--- config.mk ---
export PLATFORM = sky130hd
export DESIGN_NAME = instr_fetch_unit
export DESIGN_NICKNAME = d
export VERILOG_FILES = /design/src/rtl/instr_fetch_unit_pkg.sv /design/src/rtl/instr_fetch_unit_skid.sv /design/src/rtl/instr_fetch_unit.sv
export SDC_FILE = /design/constraint.sdc
export NUM_CORES = 1
export LEC_CHECK = 0
export ABC_AREA = 1
export BUFFER_PORTS_ARGS = -buffer_cell sky130_fd_sc_hd__buf_2
export CORE_AREA = 5 5 183 185
export CTS_BUF_LIST = sky130_fd_sc_hd__clkbuf_4
export CTS_CLUSTER_SIZE = 14
export DETAILED_ROUTE_END_ITERATION = 16
export DIE_AREA = 0 0 188 190
export GPL_TIMING_DRIVEN = 0
export PLACE_DENSITY = 0.45
export SYNTH_ARGS = -nofsm -noshare
export SYNTH_HDL_FRONTEND = slang
export SYNTH_HIERARCHICAL = 1
export SYNTH_SLANG_ARGS = --single-unit
--- constraint.sdc ---
create_clock -name clk -period 5.2 [get_ports clk]
set_clock_uncertainty 0.05 [all_clocks]
set_input_delay 0.26 -clock clk [delete_from_list [all_inputs] [get_ports clk]]
set_output_delay 0.26 -clock clk [all_outputs]
set_load 0.03 [all_outputs]
--- src/rtl/instr_fetch_unit_pkg.sv ---
`default_nettype none
// ============================================================================
// Module   : instr_fetch_unit_pkg
// Purpose  : Shared definitions for the instruction fetch stage: FSM state
//            encoding, reset/flush instruction value and the RISC-V opcode
//            constants also consumed by the downstream control decoder.
// Ports    : none (package)
// Revision : 1.0 - initial release
// ============================================================================
package instr_fetch_unit_pkg;

    // addi x0,x0,0 : presented on the decoder interface after reset or flush
    localparam logic [31:0] c_nop_insn = 32'h0000_0013;

    // Major opcodes shared with the control decoder
    localparam logic [6:0] c_op_r     = 7'b0110011;
    localparam logic [6:0] c_op_load  = 7'b0000011;
    localparam logic [6:0] c_op_store = 7'b0100011;
    localparam logic [6:0] c_op_lui   = 7'b0110111;

    typedef enum logic [2:0] {
        S_IDLE  = 3'd0,
        S_REQ   = 3'd1,
        S_WAIT  = 3'd2,
        S_HOLD  = 3'd3,
        S_DRAIN = 3'd4
    } fetch_state_e;

    function automatic logic [6:0] insn_opcode(input logic [31:0] insn);
        return insn[6:0];
    endfunction

endpackage
`default_nettype wire

--- src/rtl/instr_fetch_unit_skid.sv ---
`default_nettype none
// ============================================================================
// Module   : instr_fetch_unit_skid
// Purpose  : One-entry {pc, insn} holding register that absorbs a fetched
//            instruction while the decoder output register is still occupied.
// Ports    : clk, rst        - clock, asynchronous active-high reset
//            i_load          - capture i_pc/i_insn, entry becomes full
//            i_unload        - entry consumed, becomes empty
//            i_flush         - discard entry (wins over load/unload)
//            i_pc, i_insn    - incoming entry
//            o_pc, o_insn    - stored entry
//            o_full          - entry holds valid data
// Revision : 1.0 - initial release
// ============================================================================
module instr_fetch_unit_skid #(
    parameter int XLEN = 32
) (
    input  logic            clk,
    input  logic            rst,
    input  logic            i_load,
    input  logic            i_unload,
    input  logic            i_flush,
    input  logic [XLEN-1:0] i_pc,
    input  logic [31:0]     i_insn,
    output logic [XLEN-1:0] o_pc,
    output logic [31:0]     o_insn,
    output logic            o_full
);
    import instr_fetch_unit_pkg::*;

    logic            full_q, full_d;
    logic [XLEN-1:0] pc_q, pc_d;
    logic [31:0]     insn_q, insn_d;

    always_comb begin
        full_d = full_q;
        pc_d   = pc_q;
        insn_d = insn_q;
        if (i_flush) begin
            full_d = 1'b0;
        end else if (i_load) begin
            full_d = 1'b1;
            pc_d   = i_pc;
            insn_d = i_insn;
        end else if (i_unload) begin
            full_d = 1'b0;
        end
    end

    always_ff @(posedge clk or posedge rst) begin
        if (rst) begin
            full_q <= 1'b0;
            pc_q   <= '0;
            insn_q <= c_nop_insn;
        end else begin
            full_q <= full_d;
            pc_q   <= pc_d;
            insn_q <= insn_d;
        end
    end

    assign o_full = full_q;
    assign o_pc   = pc_q;
    assign o_insn = insn_q;

endmodule
`default_nettype wire

--- src/rtl/instr_fetch_unit.sv ---
`default_nettype none
// ============================================================================
// Module   : instr_fetch_unit
// Purpose  : Instruction fetch stage. Owns the PC, issues one word fetch at a
//            time to instruction memory and hands {instruction_word, inst_pc}
//            to the control decoder over a valid/ready handshake. A one-entry
//            skid register absorbs decoder back-pressure; redirects flush the
//            pipe and restart fetch at the new PC.
// Ports    : clk, rst                  - clock, asynchronous active-high reset
//            imem_req/imem_addr        - fetch request and word-aligned address
//            imem_gnt                  - request accepted this cycle
//            imem_rvalid/imem_rdata    - fetch response
//            instruction_word/inst_pc  - instruction and its PC to decoder
//            inst_valid/inst_ready     - decoder handshake
//            redirect_valid/_pc        - flush and restart at redirect_pc
// Revision : 1.0 - initial release
// ============================================================================
module instr_fetch_unit
    import instr_fetch_unit_pkg::*;
#(
    parameter int              XLEN     = 32,
    parameter logic [XLEN-1:0] RESET_PC = '0,
    parameter logic [31:0]     NOP_INSN = c_nop_insn
) (
    input  logic            clk,
    input  logic            rst,
    output logic            imem_req,
    output logic [XLEN-1:0] imem_addr,
    input  logic            imem_gnt,
    input  logic            imem_rvalid,
    input  logic [31:0]     imem_rdata,
    output logic [31:0]     instruction_word,
    output logic [XLEN-1:0] inst_pc,
    output logic            inst_valid,
    input  logic            inst_ready,
    input  logic            redirect_valid,
    input  logic [XLEN-1:0] redirect_pc
);

    fetch_state_e    state_q, state_d;
    logic [XLEN-1:0] pc_q, pc_d;
    logic [XLEN-1:0] req_pc_q, req_pc_d;
    logic [31:0]     insn_q, insn_d;
    logic [XLEN-1:0] inst_pc_q, inst_pc_d;
    logic            valid_q, valid_d;

    logic            w_xfer;
    logic            w_out_free;
    logic            w_outstanding;
    logic            w_skid_load;
    logic            w_skid_unload;
    logic            w_skid_flush;
    logic [XLEN-1:0] w_skid_pc;
    logic [31:0]     w_skid_insn;
    logic            w_skid_full;

    instr_fetch_unit_skid #(
        .XLEN (XLEN)
    ) u_skid (
        .clk      (clk),
        .rst      (rst),
        .i_load   (w_skid_load),
        .i_unload (w_skid_unload),
        .i_flush  (w_skid_flush),
        .i_pc     (req_pc_q),
        .i_insn   (imem_rdata),
        .o_pc     (w_skid_pc),
        .o_insn   (w_skid_insn),
        .o_full   (w_skid_full)
    );

    always_comb begin
        state_d       = state_q;
        pc_d          = pc_q;
        req_pc_d      = req_pc_q;
        insn_d        = insn_q;
        inst_pc_d     = inst_pc_q;
        valid_d       = valid_q;
        w_skid_load   = 1'b0;
        w_skid_unload = 1'b0;
        w_skid_flush  = 1'b0;
        w_outstanding = 1'b0;

        w_xfer     = valid_q && inst_ready;
        w_out_free = !valid_q || inst_ready;

        // A completed transfer empties the output unless something below refills it
        if (w_xfer) begin
            valid_d = 1'b0;
        end

        case (state_q)
            S_IDLE: begin
                state_d = S_REQ;
            end
            S_REQ: begin
                if (imem_gnt) begin
                    req_pc_d = pc_q;
                    pc_d     = pc_q + XLEN'(4);
                    state_d  = S_WAIT;
                end
            end
            S_WAIT: begin
                if (imem_rvalid) begin
                    if (w_out_free) begin
                        insn_d    = imem_rdata;
                        inst_pc_d = req_pc_q;
                        valid_d   = 1'b1;
                        state_d   = S_REQ;
                    end else begin
                        w_skid_load = 1'b1;
                        state_d     = S_HOLD;
                    end
                end
            end
            S_HOLD: begin
                // Output is necessarily occupied here; ready means it drains this edge
                if (inst_ready && w_skid_full) begin
                    insn_d        = w_skid_insn;
                    inst_pc_d     = w_skid_pc;
                    valid_d       = 1'b1;
                    w_skid_unload = 1'b1;
                    state_d       = S_REQ;
                end
            end
            S_DRAIN: begin
                if (imem_rvalid) begin
                    state_d = S_REQ;
                end
            end
            default: begin
                state_d = S_IDLE;
            end
        endcase

        // Redirect overrides everything. If memory still owes a response
        // (including one granted this very cycle) it must be swallowed in
        // S_DRAIN so it cannot be mistaken for the redirected fetch.
        if (redirect_valid) begin
            pc_d          = redirect_pc & ~(XLEN'(3));
            valid_d       = 1'b0;
            insn_d        = NOP_INSN;
            w_skid_load   = 1'b0;
            w_skid_unload = 1'b0;
            w_skid_flush  = 1'b1;
            w_outstanding = ((state_q == S_WAIT)  && !imem_rvalid) ||
                            ((state_q == S_DRAIN) && !imem_rvalid) ||
                            ((state_q == S_REQ)   && imem_gnt);
            state_d       = w_outstanding ? S_DRAIN : S_REQ;
        end
    end

    always_ff @(posedge clk or posedge rst) begin
        if (rst) begin
            state_q   <= S_IDLE;
            pc_q      <= RESET_PC;
            req_pc_q  <= '0;
            insn_q    <= NOP_INSN;
            inst_pc_q <= '0;
            valid_q   <= 1'b0;
        end else begin
            state_q   <= state_d;
            pc_q      <= pc_d;
            req_pc_q  <= req_pc_d;
            insn_q    <= insn_d;
            inst_pc_q <= inst_pc_d;
            valid_q   <= valid_d;
        end
    end

    assign imem_req         = (state_q == S_REQ);
    assign imem_addr        = pc_q;
    assign instruction_word = insn_q;
    assign inst_pc          = inst_pc_q;
    assign inst_valid       = valid_q;

endmodule
`default_nettype wire

==> reports/metrics.cfg <==
[synth]
synth_cell_type_count = 29
synth.avg_cell_area_sq_um = 7.72
synth_area_leader_cell = dfrtp_1
syn_area_sq_um = 9370
synth_top_area_share_pct = 49.9
synthTopCellsByArea = dfrtp_1 50%, nand2_1 19%, nand3_1 8.1%
synthesis.instances = 1214
yosysWarnings = 6
yosysSeqAreaShare_pct = 51.6
ys_seq_elements = 193

[placement]
dp_slack_ns = 2.95
dp_hpwl_microns = 22200
placed_cell_area_sq_um = 10800
io_buffer_count = 163
place_congestion = 0.821

[critical_path]
critPathMaxStageDelay_ns = 0.55
cp.arrival_ns = 3.13
criticalPathCategory = in2reg
end_kind = flop
start_kind = input port
cp.required_ns = 5.67
cp_slowest_cell = dlygate4sd3_1
critPathMaxFanout = 10
path_cells = dlygate4sd3_1, buf_2, buf_2, buf_1, nor3_1, buf_6, buf_4, nand3_1, dlygate4sd3_1, nand2_1

[sta]
fin_crit_ns = 2.66
maxSlewHeadroom_pct = 51.4
worst_pin_slew_ns = 0.729
setup_viol = 0
rsz0062_at_grt = no
hold_slack_ns = 0.161
max_freq_mhz = 375
period_share_pct = 51.2
maxSlewViolCount = 0
finalWorstSetupSlack_ns = 2.54
finalHoldViolations = 0

[final_layout]
drive_above_1_share_pct = 18.1
design_area_sq_um = 11700
synthToLayoutAreaGrowth_pct = 25.0
final_cell_mix = 484 x nand2_1, 187 x dfrtp_1, 186 x buf_2, 152 x nand3_1, 108 x nor2_1
n_fill_cell = 3470
nNetsFinal = 1539
final_common_cell = nand2_1

[power_and_ir_drop]
power_uw = 4750
p_per_area_nw_per_um2 = 406
vdd_drop_max_v = 0.000137
leakage_uw = 0.00622

[floorplan]
die_y_microns = 190
core_area_sq_um = 31900
die_area_sq_um = 35700
die_w_microns = 188
num_rows = 66
pin_count = 168
start_util_pct = 29.4

[detailed_routing]
routed-via-count = 8586
drtIter0Drc = 507
routedWlPerCell_microns = 16.1
ant_nets = 0
wl_microns = 30300
dr.pass1.iters = 7
avgViaCountPerCell = 4.54
drc = 0

[grt]
grt_pass1_vias = 8633
grt_util_all_layers_pct = 17.3
gr-total-overflow = 0
grt_max_degree = 70
antenna_found_initial = 1
grt_first_pass_wirelength_microns = 49100

[worst_hold_path]
hold_class = in2reg

[clocking]
cts.sink_count = 193
cts_tree = built
insertion_delay_ns = 0.60
htreeDepth = 4
cts_buffers = 17
clock_path_buffers = 2
clkTransAtPathRegs_ns = 0.19
cts-root-buf = clkbuf_4

[job]
maxCapViolations = 0

[run_status]
status = completed

metal layers:
| layer | up-vias | share of wire [%] | routed length [microns] | global-route usage, % |
|---|---|---|---|---|
| li1 | 4342 | - | - | - |
| met1 | 4036 | 48 | 14600 | 23.8 |
| met2 | 198 | 47 | 14200 | 29.0 |
| met3 | 10 | 4.2 | 1270 | 3.25 |
| met4 | 0 | 0.68 | 205 | 2.68 |
| met5 | - | 0 | 0 | 0 |
sequential cells by signal (all words and copies together) (netlist names):
signal / flops
inst_valid: 1
req_pc_q: 30
inst_pc: 32
u_skid/o_pc: 32
state_q: 3
u_skid/o_insn: 32
imem_addr: 30
u_skid/o_full: 1
instruction_word: 32
stage by stage:
stage | TNS [ns] | util (%) | cells
after global placement | -84.79 | 33.6 | 1788
after global routing | 0 | 36.7 | 1890
after CTS | 0 | 36.7 | 1889
final | 0 | 36.7 | 1890
after floorplan | 0 | - | 1217
after detailed placement | 0 | 33.8 | 1790
cells by family after synthesis:
group                    after synthesis  synth area share, %
flip-flops                           193                 51.6
buffers and inverters                133                 7.35
AND/OR/NAND/NOR                      759                 32.9
XOR/XNOR                               4                0.374
AO/OA/AOI/OAI                        123                 7.55
other                                  1               0.0400
adder cells (fa/ha/maj)                1                0.133
critical path, delay by kind of cell:
family / cells / cell delay, ns
buffers and inverters: 7 / 2.50
AND/OR/NAND/NOR: 3 / 0.35
Yosys cell counts (all sizes together):
library cell  instances
xor2                  3
clkbuf               16
nand3               153
o21bai                3
dfstp                 6
buf                  51
conb                  1
o21ai                83
nor3                  2
nand2               488
and2                  3
dfrtp               187
o21a                 30
o211ai                4
inv                  66
ha                    1
nor2                113
xnor2                 1
a21oi                 3
layout make-up:
class	instances	area (sq um)	area share, %
tap	408	510	4.36
buffer	67	442	3.77
antenna	1	2.50	0.0214
clock inverter	15	146	1.25
multi-input combinational	891	3860	32.9
clock buffer	17	128	1.09
sequential	193	4840	41.3
timing repair buffer	232	1530	13.1
inverter	66	255	2.18
power by group:
part | internal (uW) | switching [uW]
combinational | 585 | 1230
sequential | 1820 | 277
clock | 254 | 591
final timing paths:
kind                                              start                       endpoint  slack [ns]  cells after the start
setup / recovery                         redirect_valid  u_skid/o_insn[22]$_DFFE_PP0P_        2.54                     10
hold / removal                                 imem_gnt         state_q[0]$_DFFE_PP0P_        0.16                      6
setup reg to reg                 state_q[1]$_DFFE_PP0P_  u_skid/o_insn[22]$_DFFE_PP0P_        2.77                      9
hold reg to reg            u_skid/o_insn[4]$_DFFE_PP1P_   u_skid/o_insn[4]$_DFFE_PP1P_        0.42                      2
max in group asynchronous                           rst       req_pc_q[24]$_DFFE_PP0P_        4.02                      4
min in group asynchronous                           rst    u_skid/o_pc[17]$_DFFE_PP0P_        0.20                      3
what timing repair did:
action,in CTS,in global routing
hold buffers,67,0
resized for setup,0,0
endpoints found under the hold margin,191,0
setup buffers,0,0
No activity file was read; power rests on OpenSTA's default activity.
